`src/rtl/irq_arbiter.sv`:
```
// Level-sensitive interrupt arbiter: lowest vector wins, REQ/ACK handshake, RETI hold-off.
// Optional last-vector IO register enabled by defining IRQ_ARB_LASTVEC_EN.
module irq_arbiter #(
    parameter int          IRQ_NUM          = 45,
    parameter logic [5:0]  LASTVEC_Address  = 6'h3A
) (
    input  logic               cp2,
    input  logic               ireset,
    input  logic [IRQ_NUM-1:0] irqlines,
    input  logic               sreg_i,
    input  logic               cpu_irq_accept,
    input  logic               reti_exec,
    input  logic               instr_done,
    output logic               irq_req,
    output logic [5:0]         irq_vector,
    output logic               irqack,
    output logic [5:0]         irqack_addr,
    input  logic [5:0]         IO_Addr,
    input  logic               iore,
    output logic [7:0]         dbus_out,
    output logic               out_en
);

    typedef enum logic [1:0] {
        IDLE = 2'd0,
        REQ  = 2'd1,
        ACK  = 2'd2,
        HOLD = 2'd3
    } state_t;

    state_t     state_q;
    logic       irq_req_q;
    logic [5:0] irq_vector_q;
    logic       irqack_q;
    logic [5:0] irqack_addr_q;
    logic       pending;
    logic [5:0] sel_vec;

    // Scan downward so the lowest set line is the last one written.
    always_comb begin
        sel_vec = 6'd0;
        for (int i = IRQ_NUM - 1; i >= 0; i--) begin
            if (irqlines[i]) sel_vec = 6'(i + 1);
        end
    end

    assign pending = |irqlines;

    always_ff @(posedge cp2 or negedge ireset) begin
        if (!ireset) begin
            state_q       <= IDLE;
            irq_req_q     <= 1'b0;
            irq_vector_q  <= 6'd0;
            irqack_q      <= 1'b0;
            irqack_addr_q <= 6'd0;
        end else begin
            unique case (state_q)
                IDLE: begin
                    if (reti_exec) begin
                        state_q <= HOLD;
                    end else if (sreg_i && pending) begin
                        state_q      <= REQ;
                        irq_req_q    <= 1'b1;
                        irq_vector_q <= sel_vec;
                    end
                end
                REQ: begin
                    // The address acked is what the core saw, not the live lines.
                    if (cpu_irq_accept) begin
                        state_q       <= ACK;
                        irq_req_q     <= 1'b0;
                        irqack_q      <= 1'b1;
                        irqack_addr_q <= irq_vector_q;
                    end else if (reti_exec) begin
                        state_q   <= HOLD;
                        irq_req_q <= 1'b0;
                    end else if (!sreg_i || !pending) begin
                        state_q   <= IDLE;
                        irq_req_q <= 1'b0;
                    end else begin
                        irq_vector_q <= sel_vec;
                    end
                end
                ACK: begin
                    state_q       <= IDLE;
                    irqack_q      <= 1'b0;
                    irqack_addr_q <= 6'd0;
                end
                HOLD: begin
                    if (instr_done) state_q <= IDLE;
                end
                default: begin
                    state_q   <= IDLE;
                    irq_req_q <= 1'b0;
                    irqack_q  <= 1'b0;
                end
            endcase
        end
    end

    assign irq_req     = irq_req_q;
    assign irq_vector  = irq_vector_q;
    assign irqack      = irqack_q;
    assign irqack_addr = irqack_addr_q;

`ifdef IRQ_ARB_LASTVEC_EN
    logic [7:0] lastvec_q;
    logic       rd_hit;

    always_ff @(posedge cp2 or negedge ireset) begin
        if (!ireset) begin
            lastvec_q <= 8'd0;
        end else if (state_q == ACK) begin
            lastvec_q <= {2'b00, irqack_addr_q};
        end
    end

    // Gated by reset so the bus stays quiet while held in reset.
    assign rd_hit   = ireset && iore && (IO_Addr == LASTVEC_Address);
    assign dbus_out = rd_hit ? lastvec_q : 8'd0;
    assign out_en   = rd_hit;
`else
    logic unused_io;
    assign unused_io = ^{IO_Addr, iore, LASTVEC_Address};
    assign dbus_out  = 8'd0;
    assign out_en    = 1'b0;
`endif

endmodule

```
`config.mk`:
```
export PLATFORM = sky130hd
export DESIGN_NAME = irq_arbiter
export DESIGN_NICKNAME = d
export VERILOG_FILES = /design/src/rtl/irq_arbiter.sv
export SDC_FILE = /design/constraint.sdc
export NUM_CORES = 1
export LEC_CHECK = 0
export CAP_MARGIN = 40
export CORE_AREA = 5 5 75 77
export CTS_CLUSTER_SIZE = 24
export DETAILED_ROUTE_END_ITERATION = 8
export DIE_AREA = 0 0 80 82
export PLACE_DENSITY = 0.72
export SKIP_CTS_REPAIR_TIMING = 1
export SYNTH_ARGS = -nofsm -noshare
export SYNTH_HDL_FRONTEND = slang
export SYNTH_SLANG_ARGS = --single-unit
```
`constraint.sdc`:
```
create_clock -name cp2 -period 1.85 [get_ports cp2]
set_input_delay 0.37 -clock cp2 [delete_from_list [all_inputs] [get_ports cp2]]
set_output_delay 0.37 -clock cp2 [all_outputs]
set_load 0.1 [all_outputs]
```
==> results.cfg <==
[placed_design]
gp_congestion = 0.877
port_buffers = 64
hpwl_mm = 4.08
place_inst = 371

[yosys]
synth_seq_cells = 16
ys_warn_count = 0
synth.area.top_cells = dfrtp_1 30%, o21ai_0 7.5%, nor2b_1 6.5%
yosysTopAreaCell = dfrtp_1
avgSynthCellArea_um2 = 7.38
synthCells = 182
ys_types = 36
syn-cell-area_um2 = 1340
yosys.area.top_type_share_pct = 29.8
ys_seq_area_share_pct = 29.8

[worst_setup_path]
path_class = primary input to flip-flop
r2r_cells = 4
cp_slowest_cell = or3_4
r2r-start = state_q[1]
cp_cell_sequence = dlymetal6s2s_1, or3_4, nor3_4, nand4_1, a31oi_1, o221ai_1, mux2_4
slowest_delay_ns = 0.43
cp_data_required_time_ns = 1.98
r2r-end = irq_vector[1]
cp_top_family = simple AND/OR/NAND/NOR gates
critical_path_peak_fanout = 3
cp-start-kind = primary input
cp-end-kind = flip-flop
r2r_slack_ns = 0.47
cp_data_arrival_time_ns = 1.93
cp_num_buf_inv = 1

[flow_run]
maxCapViolCount = 0

[timing]
fmax_ghz = 0.556
fin_crit_ns = 1.80
clock_skew_ns = 0.00591
tns_ns = 0
hold_violations = 0
fin_crit_sh_pct = 97.3
setup_violations = 0
drv_slew = 0

[worst_hold_path]
hold_path.class = primary input to asynchronous set/reset pin

[floorplanning]
fp.coreArea_um2 = 4940
fp.dieW_um = 80
die_y_um = 82
initial_core_util_pct = 27.2
die-area_um2 = 6560
rows = 26
pin_count = 81

[finish]
nets = 371
mostFrequentLayoutCells = 67 x buf_4, 43 x dlymetal6s2s_1, 19 x o21ai_0
diodes = 0
nFillCells = 417
drive_above_1_share_pct = 33.0
multiInputGateArea_um2 = 987
layout.cells.non_filler = 382
regArea_um2 = 400
syn2layout_area_growth_pct = 120
layout_commonest_cell = buf_4

[power_and_ir_drop]
vdd_ir_drop_max_v = 0.000531
leakage_nw = 1.58
power_density_nw_per_um2 = 810

[global_route]
grt_pass1_vias = 1812
grt_pass1_wl_mm = 7.50
grt_max_degree = 17
grt.total_usage_pct = 13.9
overflow = 0
antenna_found_initial = 0

[clock_tree]
root_buffer = clkbuf_8
clk_path_buf_depth = 2
cts_buffers = 3
h-tree-depth = 1
cts_sinks = 16
worstSkewPairLatency_ns = 0.25
clk_pin_slew_ns = 0.07
cts_tree = done

[detailed_routing]
wl_mm = 5.31
viasPerCell = 4.86
vias = 1856
detail_route.wl_per_cell_um = 13.9
drc = 0
drtIter0Drc = 74
antenna_left = 0
first_pass_iters = 4

[outcome]
status = completed
[state kept, by name, summed over array words and instances, names as in the netlist]
register and cells:
state_q 2, irqack 1, irq_req 1, irq_vector 6, irqack_addr 6
[where the power goes]
part | internal, mW | switching, mW
combinational | 0.582 | 0.923
sequential | 0.444 | 0.135
clock | 0.189 | 0.122
total | 1.21 | 1.18
[worst max path at each step]
stage | from | end | slack, ns | cells after the start
2_1_floorplan | irqlines[14] | irq_vector[0] | 0.006 | 6
3_3_place_gp | irqlines[26] | irq_vector[0] | -0.46 | 7
3_5_place_dp | irqlines[26] | irq_vector[0] | -0.55 | 7
4_1_cts | irqlines[26] | irq_vector[0] | -0.29 | 7
5_1_grt | irqlines[43] | irq_vector[0] | -0.007 | 6
6_report | irqlines[26] | irq_vector[0] | 0.05 | 7
[layer usage]
layer	track usage, %	wire (µm)	up-vias
met4	3.55	49	0
met3	1.86	269	8
met5	0	0	-
met1	15.6	2150	864
li1	-	-	914
met2	27.2	2850	70
[Yosys cell counts (all sizes together)]
library cell / number
or3: 1
o311ai: 1
nand4: 4
o31ai: 4
mux2: 1
nor4: 16
buf: 11
and2b: 1
nand2: 17
nor3: 9
a21oi: 17
nand2b: 2
a2111oi: 1
o211ai: 3
nor2b: 14
a31oi: 2
nor2: 16
and2: 1
or4: 1
o31a: 2
a22o: 1
o22ai: 1
conb: 1
dfrtp: 16
clkbuf: 2
nand3: 3
inv: 9
o211a: 1
o21ai: 20
o221ai: 1
o41ai: 1
o21bai: 2
[cell type report]
cell class / instances / area share [%]
sequential: 16 / 13.5
tap: 70 / 2.96
multi-input combinational: 152 / 33.4
timing repair buffer: 131 / 47.1
clock buffer: 4 / 1.86
inverter: 9 / 1.14
[kinds of logic (layout without fill, tap and decap cells)]
family,count (synthesis),in the layout,share of synthesized area (%)
other cells,1,9,0.279
simple gates,85,85,34.3
compound gates,57,57,25.5
flops,16,16,29.8
mux,1,1,0.839
buf+inv,22,144,9.23
[per-stage QoR]
step                power, mW  setup slack [ns]  hold WS (ns)  utilization, %  area [µm²]
floorplan                1.40           0.00619        0.0744               -        1420
global placement         2.04            -0.464         0.537            53.5        2650
finish                   2.39            0.0499         0.440            59.8        2960
global route             2.51          -0.00733         0.485            59.8        2960
CTS                      2.37            -0.289         0.458            54.6        2700
detailed placement       2.06            -0.548         0.559            53.5        2650
Note: power is estimated with default switching activity, not from simulation.
